`config.mk`:
```
export PLATFORM = sky130hd
export DESIGN_NAME = swivm_uart_tx
export DESIGN_NICKNAME = d
export VERILOG_FILES = /design/src/rtl/swivm_uart_tx_pkg.sv /design/src/rtl/swivm_byte_fifo.sv /design/src/rtl/swivm_uart_tx.sv
export SDC_FILE = /design/constraint.sdc
export NUM_CORES = 1
export LEC_CHECK = 0
export ABC_AREA = 1
export CAP_MARGIN = 20
export CORE_AREA = 2 2 118 120
export CTS_BUF_LIST = sky130_fd_sc_hd__clkbuf_4 sky130_fd_sc_hd__clkbuf_8
export DETAILED_ROUTE_END_ITERATION = 8
export DIE_AREA = 0 0 120 122
export PLACE_DENSITY = 0.91
export SETUP_SLACK_MARGIN = 0.3
export SLEW_MARGIN = 20
export SYNTH_ARGS = -nofsm -noshare
export SYNTH_HDL_FRONTEND = slang
export SYNTH_SLANG_ARGS = --single-unit
```
`constraint.sdc`:
```
create_clock -name clk -period 2.5 [get_ports clk]
set_clock_uncertainty 0.05 [all_clocks]
set_input_delay 0.5 -clock clk [delete_from_list [all_inputs] [get_ports clk]]
set_output_delay 0.5 -clock clk [all_outputs]
set_load 0.005 [all_outputs]
```
`src/rtl/swivm_uart_tx_pkg.sv`:
```
// Shared definitions for the SwiVM character-output UART: FSM state encoding
// and default baud constants.
package swivm_uart_tx_pkg;

    typedef enum logic [1:0] {
        UTX_IDLE  = 2'd0,
        UTX_START = 2'd1,
        UTX_DATA  = 2'd2,
        UTX_STOP  = 2'd3
    } utx_state_t;

    // 12 MHz / 115200 baud
    localparam int UART_CLKS_PER_BIT = 104;

    // Width of the baud counter; wide enough for any practical divider.
    localparam int BAUD_W = 16;

endpackage

```
`src/rtl/swivm_byte_fifo.sv`:
```
// Synchronous show-ahead byte FIFO: rd_data always presents the head entry
// while empty is low; writes to a full FIFO and reads from an empty one are ignored.
module swivm_byte_fifo #(
    parameter int AW = 4,
    parameter int W  = 8
) (
    input  logic          clk,
    input  logic          reset,
    input  logic          wr_en,
    input  logic [W-1:0]  wr_data,
    input  logic          rd_en,
    output logic [W-1:0]  rd_data,
    output logic [AW:0]   count,
    output logic          full,
    output logic          empty
);

    localparam logic [AW:0] DEPTH = (AW+1)'(2**AW);

    logic [W-1:0]  mem [2**AW];
    logic [AW-1:0] wr_ptr;
    logic [AW-1:0] rd_ptr;
    logic          wr_ok;
    logic          rd_ok;

    assign full    = (count == DEPTH);
    assign empty   = (count == '0);
    assign wr_ok   = wr_en & ~full;
    assign rd_ok   = rd_en & ~empty;
    assign rd_data = mem[rd_ptr];

    // Storage is not reset; the pointers and count alone define validity.
    always_ff @(posedge clk) begin
        if (wr_ok) begin
            mem[wr_ptr] <= wr_data;
        end
    end

    always_ff @(posedge clk) begin
        if (reset) begin
            wr_ptr <= '0;
            rd_ptr <= '0;
            count  <= '0;
        end else begin
            if (wr_ok) begin
                wr_ptr <= wr_ptr + AW'(1);
            end
            if (rd_ok) begin
                rd_ptr <= rd_ptr + AW'(1);
            end
            case ({wr_ok, rd_ok})
                2'b10:   count <= count + (AW+1)'(1);
                2'b01:   count <= count - (AW+1)'(1);
                default: count <= count;
            endcase
        end
    end

endmodule

```
`src/rtl/swivm_uart_tx.sv`:
```
// SwiVM character-output sink: buffers outbyte strobes in a FIFO and sends
// each byte as 8N1 serial on txd, LSB first, with back-to-back frames contiguous.
module swivm_uart_tx
    import swivm_uart_tx_pkg::*;
#(
    parameter int CLKS_PER_BIT = UART_CLKS_PER_BIT,
    parameter int FIFO_AW      = 4
) (
    input  logic             clk,
    input  logic             reset,
    input  logic [7:0]       outbyte,
    input  logic             outbyte_valid,
    output logic             txd,
    output logic             busy,
    output logic             overflow,
    output logic [FIFO_AW:0] fifo_count
);

    localparam logic [BAUD_W-1:0] BIT_LAST = BAUD_W'(CLKS_PER_BIT - 1);

    utx_state_t        state_q, state_d;
    logic [BAUD_W-1:0] bit_cnt_q, bit_cnt_d;
    logic [2:0]        bit_idx_q, bit_idx_d;
    logic [7:0]        sh_q, sh_d;
    logic              txd_q, txd_d;
    logic              busy_q, busy_d;
    logic              overflow_q;

    logic              push;
    logic              pop;
    logic              bit_end;
    logic [7:0]        fifo_rd_data;
    logic [FIFO_AW:0]  fifo_cnt;
    logic [FIFO_AW:0]  cnt_next;
    logic              fifo_full;
    logic              fifo_empty;

    // A push into a full FIFO is dropped even when the FSM pops on the same edge.
    assign push    = outbyte_valid & ~fifo_full;
    assign bit_end = (bit_cnt_q == BIT_LAST);

    swivm_byte_fifo #(
        .AW (FIFO_AW),
        .W  (8)
    ) u_fifo (
        .clk     (clk),
        .reset   (reset),
        .wr_en   (push),
        .wr_data (outbyte),
        .rd_en   (pop),
        .rd_data (fifo_rd_data),
        .count   (fifo_cnt),
        .full    (fifo_full),
        .empty   (fifo_empty)
    );

    always_comb begin
        state_d   = state_q;
        bit_cnt_d = bit_cnt_q;
        bit_idx_d = bit_idx_q;
        sh_d      = sh_q;
        txd_d     = txd_q;
        pop       = 1'b0;
        case (state_q)
            UTX_IDLE: begin
                if (!fifo_empty) begin
                    pop       = 1'b1;
                    sh_d      = fifo_rd_data;
                    txd_d     = 1'b0;
                    bit_cnt_d = '0;
                    state_d   = UTX_START;
                end
            end
            UTX_START: begin
                if (bit_end) begin
                    bit_cnt_d = '0;
                    bit_idx_d = '0;
                    txd_d     = sh_q[0];
                    state_d   = UTX_DATA;
                end else begin
                    bit_cnt_d = bit_cnt_q + BAUD_W'(1);
                end
            end
            UTX_DATA: begin
                if (bit_end) begin
                    bit_cnt_d = '0;
                    if (bit_idx_q == 3'd7) begin
                        txd_d   = 1'b1;
                        state_d = UTX_STOP;
                    end else begin
                        sh_d      = {1'b0, sh_q[7:1]};
                        txd_d     = sh_q[1];
                        bit_idx_d = bit_idx_q + 3'd1;
                    end
                end else begin
                    bit_cnt_d = bit_cnt_q + BAUD_W'(1);
                end
            end
            UTX_STOP: begin
                if (bit_end) begin
                    bit_cnt_d = '0;
                    // Chain straight into the next start bit so frames abut.
                    if (!fifo_empty) begin
                        pop     = 1'b1;
                        sh_d    = fifo_rd_data;
                        txd_d   = 1'b0;
                        state_d = UTX_START;
                    end else begin
                        state_d = UTX_IDLE;
                    end
                end else begin
                    bit_cnt_d = bit_cnt_q + BAUD_W'(1);
                end
            end
            default: begin
                state_d = UTX_IDLE;
                txd_d   = 1'b1;
            end
        endcase
    end

    // Post-edge FIFO occupancy, so busy lines up with the registered state.
    always_comb begin
        cnt_next = fifo_cnt;
        case ({push, pop})
            2'b10:   cnt_next = fifo_cnt + (FIFO_AW+1)'(1);
            2'b01:   cnt_next = fifo_cnt - (FIFO_AW+1)'(1);
            default: cnt_next = fifo_cnt;
        endcase
        busy_d = (state_d != UTX_IDLE) | (cnt_next != '0);
    end

    always_ff @(posedge clk) begin
        if (reset) begin
            state_q    <= UTX_IDLE;
            bit_cnt_q  <= '0;
            bit_idx_q  <= '0;
            sh_q       <= '0;
            txd_q      <= 1'b1;
            busy_q     <= 1'b0;
            overflow_q <= 1'b0;
        end else begin
            state_q    <= state_d;
            bit_cnt_q  <= bit_cnt_d;
            bit_idx_q  <= bit_idx_d;
            sh_q       <= sh_d;
            txd_q      <= txd_d;
            busy_q     <= busy_d;
            overflow_q <= overflow_q | (outbyte_valid & fifo_full);
        end
    end

    assign txd        = txd_q;
    assign busy       = busy_q;
    assign overflow   = overflow_q;
    assign fifo_count = fifo_cnt;

endmodule

```
==> results.json, run 1 <==
{
  "rows": 43,
  "clk_pin_slew_worst_paths_ns": 0.09,
  "reg2reg_depth": 17,
  "cap_violations": 0,
  "die_h_um": 122,
  "finalSetupViolCount": 0,
  "cts-buffers-inserted": 17,
  "swShare": 0.398,
  "final_common_cell": "nand2_1",
  "routed_via_density": 5.82,
  "critPathLaunchType": "flip-flop",
  "ioPinCount": 19,
  "synth_edf_count": 128,
  "ys_seq_elements": 177,
  "detail-route-antenna-nets": 0,
  "portBuffers": 18,
  "path_delay_family": "simple AND/OR/NAND/NOR gates",
  "htree_levels": 4,
  "nNetsFinal": 992,
  "post-place-ws_ns": 0.0627,
  "hold_class": "reg2reg",
  "syn-cell-area_sq_um": 8320,
  "finalMaxSlewViolations": 0,
  "p_sw_mw": 3.60,
  "worst-path-max-fanout": 5,
  "post_drt_wl_per_cell_um": 17.0,
  "routabilityCongestion": 0.947,
  "synthCells": 917,
  "timing.critical_path.to_type": "flip-flop",
  "grt.total_usage": 0.265,
  "antenna_found_initial": 0,
  "max_freq_mhz": 461,
  "first_pass_iters": 5,
  "vias": 6722,
  "drive_above_1_share": 0.133,
  "synthAdderAreaFrac": 0.0286,
  "r2r-start": "state_q[0]$_SDFF_PP0_",
  "min_period_over_period": 0.868,
  "cp.depth": 17,
  "synthFlopType": "edfxtp_1",
  "seq_area_frac_synth": 0.580,
  "synth.area.mux_share": 0,
  "slowest_delay_ns": 0.41,
  "area_growth_pct": 12.2,
  "grt-ovfl-total": 0,
  "coreArea_sq_um": 13500,
  "synth_top_family_by_area": "simple AND/OR/NAND/NOR gates",
  "synth_compound_area_frac": 0.0684,
  "pwr-share-comb": 0.412,
  "pwr-share-seq": 0.395,
  "r2r_slack_ns": 0.33,
  "cp_common_cell": "nand2_1",
  "rsz0062_at_grt": "true",
  "crit_type": "reg2reg",
  "maxSlewHeadroom": 0.516,
  "layout_common_cells": "222 x nand2_1, 128 x edfxtp_1, 113 x nand3_1",
  "grt_max_degree": 71,
  "hp-start": "sh_q[2]$_SDFFE_PP0P_",
  "n_antenna_cell": 0,
  "ir_drop_mv": 0.649,
  "grt_pass1_wl_um": 29600,
  "critPathBufInv": 3,
  "status": "complete, no violations",
  "grt_pass1_vias": 6224,
  "cp.arrival_ns": 2.49,
  "synth_top_cell_by_area": "edfxtp_1",
  "synth_cell_type_count": 39,
  "yosys.area_share.xor_xnor": 0.00737,
  "cts_tree": "done",
  "period_needed_ns": 2.17,
  "dp_hpwl_um": 11900,
  "crit_chain": "inv_4 > ha_4 > nor2_1 > nand2_2 > inv_2 > nand2_8 > inv_1 > ha_2 > or2_4 > nor2_2 > nand2_1 > nand2_1 > nand2_1 > nand2_1 > nand2_1 > nand2_1 > nand3_1",
  "clkSinkCount": 177,
  "syn_avg_cell_area_sq_um": 9.07,
  "required_ns": 2.82,
  "die-area_sq_um": 14600,
  "finalWorstSetupSlack_ns": 0.329,
  "internal_power_mw": 5.44,
  "drc_errors": 0,
  "cts_root_buffer": "clkbuf_8",
  "yosysWarnings": 0,
  "die_w_um": 120,
  "routed_wl_um": 19700,
  "initial_core_util": 0.616,
  "synth_nets": 947,
  "synth_area_leaders": "edfxtp_1 46%, dfxtp_1 12%, nand2_1 10%",
  "clock_latency_ns": 0.47,
  "power_frac_clock": 0.193,
  "synthArstFlopShare": 0,
  "synthSimpleGateAreaFrac": 0.243,
  "slowest_stage": "dfxtp_4",
  "regToRegEndpoint": "busy$_SDFF_PP0_",
  "startpoint": "state_q[0]$_SDFF_PP0_",
  "ctsHoldBuffers": 0,
  "hold_viol": 0,
  "worst_pin_slew_ns": 0.726,
  "power.leakage_nw": 3.72,
  "yosysTopAreaCellShare": 0.462,
  "tns_ns": 0,
  "cts_buffer_depth": 2,
  "power_density_nw_per_um2": 968,
  "drtIter0Drc": 862,
  "endpoint": "busy$_SDFF_PP0_"
}
## metrics by stage
stage,instances,utilization,hold slack [ns],power [mW],cell area (sq um)
after floorplan,917,-,0.394,5.95,8320
after global placement,1110,0.649,0.389,6.62,8770
after detailed placement,1110,0.649,0.397,6.75,8770
after CTS,1145,0.679,0.411,8.57,9170
after global routing,1155,0.691,0.439,9.50,9340
final,1155,0.691,0.430,9.04,9340
## cell usage after synthesis, types with 2 or more instances
cell type  number
nand2_1       224
edfxtp_1      128
nand3_1       113
inv_1         101
nor2_1         91
dfxtp_1        49
o21ai_0        46
a21oi_1        41
ha_1           19
clkbuf_1       13
buf_2          10
nor2_2         10
nand4_1         8
buf_4           6
nor3_1          6
xor2_1          6
nand2_2         5
buf_6           4
inv_2           4
o211ai_1        4
a21oi_2         3
nand2_4         3
a211oi_1        2
a31oi_1         2
buf_1           2
nand3_2         2
nor2_4          2
o21ai_1         2
## flip-flops by register name, summed over array words and instances (netlist names), named ones only
signal         cells
u_fifo.mem       128
bit_cnt_q         16
sh_q               8
u_fifo.count       5
u_fifo.rd_ptr      4
u_fifo.wr_ptr      4
bit_idx_q          3
state_q            2
busy               1
overflow           1
txd                1
## per-layer routing
layer,global-route usage,up-vias,wire length [um]
met3,0.0585,94,1430
met5,0,-,0
met1,0.306,3144,7380
met4,0.165,0,1090
met2,0.452,370,9780
li1,-,3114,-
## power by group through the flow
| stage | sequential [mW] | combinational, mW | clock, mW |
|---|---|---|---|
| finish | 3.57 | 3.73 | 1.74 |
| CTS | 3.53 | 3.28 | 1.76 |
| global placement | 3.57 | 3.05 | 0 |
| detailed placement | 3.59 | 3.16 | 0 |
| global route | 3.59 | 4.05 | 1.87 |
| floorplan | 3.56 | 2.39 | 0 |
## worst register-to-register path, cell delays in order (launching register included)
cell and delay, ns:
dfxtp_4 0.41, inv_4 0.06, ha_4 0.28, nor2_1 0.05
nand2_2 0.07, inv_2 0.06, nand2_8 0.08, inv_1 0.05
ha_2 0.18, or2_4 0.23, nor2_2 0.09, nand2_1 0.07
nand2_1 0.09, nand2_1 0.07, nand2_1 0.06, nand2_1 0.05
nand2_1 0.05, nand3_1 0.08
## cell type report
type,instances,area [sq um]
multi-input combinational,597,2980
sequential,177,4840
fill,883,4170
tap,180,225
timing repair buffer,61,528
clock buffer,17,234
inverter,108,422
clock inverter,15,109
## worst min path at each step
stage	to	slack, ns	depth (start not counted)
after global routing	txd$_SDFFE_PP1P_	0.44	2
after floorplan	sh_q[1]$_SDFFE_PP0P_	0.39	2
after CTS	overflow$_SDFF_PP0_	0.41	2
after detailed placement	overflow$_SDFF_PP0_	0.40	2
final	sh_q[2]$_SDFFE_PP0P_	0.43	2
after global placement	overflow$_SDFF_PP0_	0.39	2
## kinds of logic after synthesis
logic type                 Yosys count
xor gates and xnor gates             7
buffers and inverters              143
AOI/OAI and AO/OA                  104
DFF                                177
and+or+nand+nor                    467
adders and majority gates           19
## repair_timing
action / 4_1_cts / 5_1_grt
pin swaps: 2 / 8
setup endpoints to repair: 6 / 2
gates resized for setup: 13 / 22
buffers inserted: 3 / 10
(Power assumes the default switching activity.)
==> run 2: changes to the inputs <==
--- a/config.mk
+++ b/config.mk
@@ -12,7 +12,8 @@
 export DETAILED_ROUTE_END_ITERATION = 8
 export DIE_AREA = 0 0 120 122
 export PLACE_DENSITY = 0.91
-export SETUP_SLACK_MARGIN = 0.3
+export RECOVER_POWER = 25
+export SETUP_SLACK_MARGIN = 0.2
 export SLEW_MARGIN = 20
 export SYNTH_ARGS = -nofsm -noshare
 export SYNTH_HDL_FRONTEND = slang
==> results.json, run 2 (synthesized netlist as in run 1, its figures left out) <==
{
  "status": "complete, no violations",
  "finalMaxSlewViolations": 0,
  "grt_pass1_wl_um": 29400,
  "hold_class": "reg2reg",
  "vias": 6607,
  "nNetsFinal": 990,
  "clk_pin_slew_worst_paths_ns": 0.09,
  "die_w_um": 120,
  "grt-ovfl-total": 0,
  "ioPinCount": 19,
  "required_ns": 2.81,
  "cap_violations": 0,
  "critPathLaunchType": "flip-flop",
  "rows": 43,
  "multiInputGateArea_sq_um": 2970,
  "crit_type": "reg2reg",
  "timing.critical_path.to_type": "flip-flop",
  "portBuffers": 18,
  "area_growth_pct": 11.7,
  "n_antenna_cell": 0,
  "htree_levels": 4,
  "die-area_sq_um": 14600,
  "post_drt_wl_per_cell_um": 16.8,
  "detail-route-antenna-nets": 0,
  "nFillCells": 901,
  "first_pass_iters": 7,
  "hold_viol": 0,
  "grt_max_degree": 71,
  "min_period_over_period": 0.883,
  "clkSinkCount": 177,
  "dp_hpwl_um": 11900,
  "routed_via_density": 5.73,
  "antenna_found_initial": 0,
  "r2r-start": "u_fifo.count[1]$_SDFFE_PP0P_",
  "power_density_nw_per_um2": 957,
  "tns_ns": 0,
  "startpoint": "u_fifo.count[1]$_SDFFE_PP0P_",
  "top_regs": "u_fifo.mem x128, bit_cnt_q x16, sh_q x8",
  "holdWs_ns": 0.425,
  "seqCellArea_sq_um": 4840,
  "cts_tree": "done",
  "top_register": "u_fifo.mem",
  "die_h_um": 122,
  "layout_common_cells": "223 x nand2_1, 128 x edfxtp_1, 113 x nand3_1",
  "hp-start": "sh_q[2]$_SDFFE_PP0P_",
  "worst_pin_slew_ns": 0.725,
  "max_freq_mhz": 453,
  "period_needed_ns": 2.21,
  "largest_reg_flops": 128,
  "r2r_slack_ns": 0.29,
  "worst-path-max-fanout": 5,
  "cts_root_buffer": "clkbuf_8",
  "grt.total_usage": 0.264,
  "routed_wl_um": 19300,
  "finish.utilization": 0.688,
  "coreArea_sq_um": 13500,
  "power.leakage_nw": 3.69,
  "initial_core_util": 0.616,
  "grt_pass1_vias": 6195,
  "rsz0062_at_grt": "false",
  "cts_buffer_depth": 2,
  "routabilityCongestion": 0.947,
  "drc_errors": 0,
  "cts-buffers-inserted": 17,
  "clock_latency_ns": 0.47,
  "finalSetupViolCount": 0,
  "cp.arrival_ns": 2.52,
  "final_common_cell": "nand2_1",
  "drtIter0Drc": 876,
  "drive_above_1_share": 0.128,
  "total_power_mw": 8.89,
  "maxSlewHeadroom": 0.517,
  "ir_drop_mv": 0.627
}
==> run 2: cell types whose count changed in the layout (fill, tap and decap cells not counted), sizes merged <==
| cell | delta |
|---|---|
| clkdlybuf4s50 | -5 |
| dlygate4sd3 | +5 |
| buf | -2 |
==> run 2: worst max-delay path, cell delays in order (launching register included) <==
cell and delay [ns]:
dfxtp_1 0.35, inv_1 0.16, ha_4 0.18, nand3_4 0.10, nand2_1 0.09, inv_2 0.06
nand2_8 0.09, inv_1 0.05, ha_2 0.19, or2_2 0.28, nor2_2 0.11, nand2_1 0.06
nand2_1 0.06, nand2_1 0.06, nand2_1 0.06, nand2_1 0.05, nand2_1 0.05, nand3_1 0.07
==> run 2: final cells by class <==
class                      count  share of cell area
sequential                   177               0.521
multi-input combinational    597               0.319
timing repair buffer          59              0.0539
inverter                     108              0.0448
clock buffer                  17              0.0252
tap                          180              0.0242
clock inverter                15              0.0117
==> run 2: routing by layer <==
metal,track usage,vias to the layer above,share of wire
met4,0.165,0,0.055
met5,0,-,0
met1,0.305,3061,0.38
met3,0.0585,94,0.070
li1,-,3116,-
met2,0.447,336,0.50
==> run 2: timing repair <==
item | 4_1_cts | 5_1_grt
setup endpoints to repair | 1 | 3
hold buffers | 0 | 0
resized for setup | 8 | 21
pin swaps | 2 | 3
setup buffers | 2 | 9
==> run 2: report_power, final <==
part           switching (mW)  internal, mW  leakage (nW)
combinational            2.31          1.28          1.96
clock                    1.05         0.691         0.163
sequential              0.178          3.39          1.56
==> run 2: through the flow <==
step	setup slack (ns)	cell area [sq um]	instances
floorplan	0.318	8320	917
global placement	0.154	8770	1110
detailed placement	0.0627	8770	1110
CTS	0.204	9150	1144
global route	0.144	9290	1153
finish	0.291	9290	1153
==> run 2: path summary, 6_finish.rpt <==
kind,cells past startpoint,endpoint
worst max-delay path,17,busy$_SDFF_PP0_
worst min-delay path,2,sh_q[2]$_SDFFE_PP0P_
worst max register to register,17,busy$_SDFF_PP0_
worst min register to register,2,sh_q[2]$_SDFFE_PP0P_
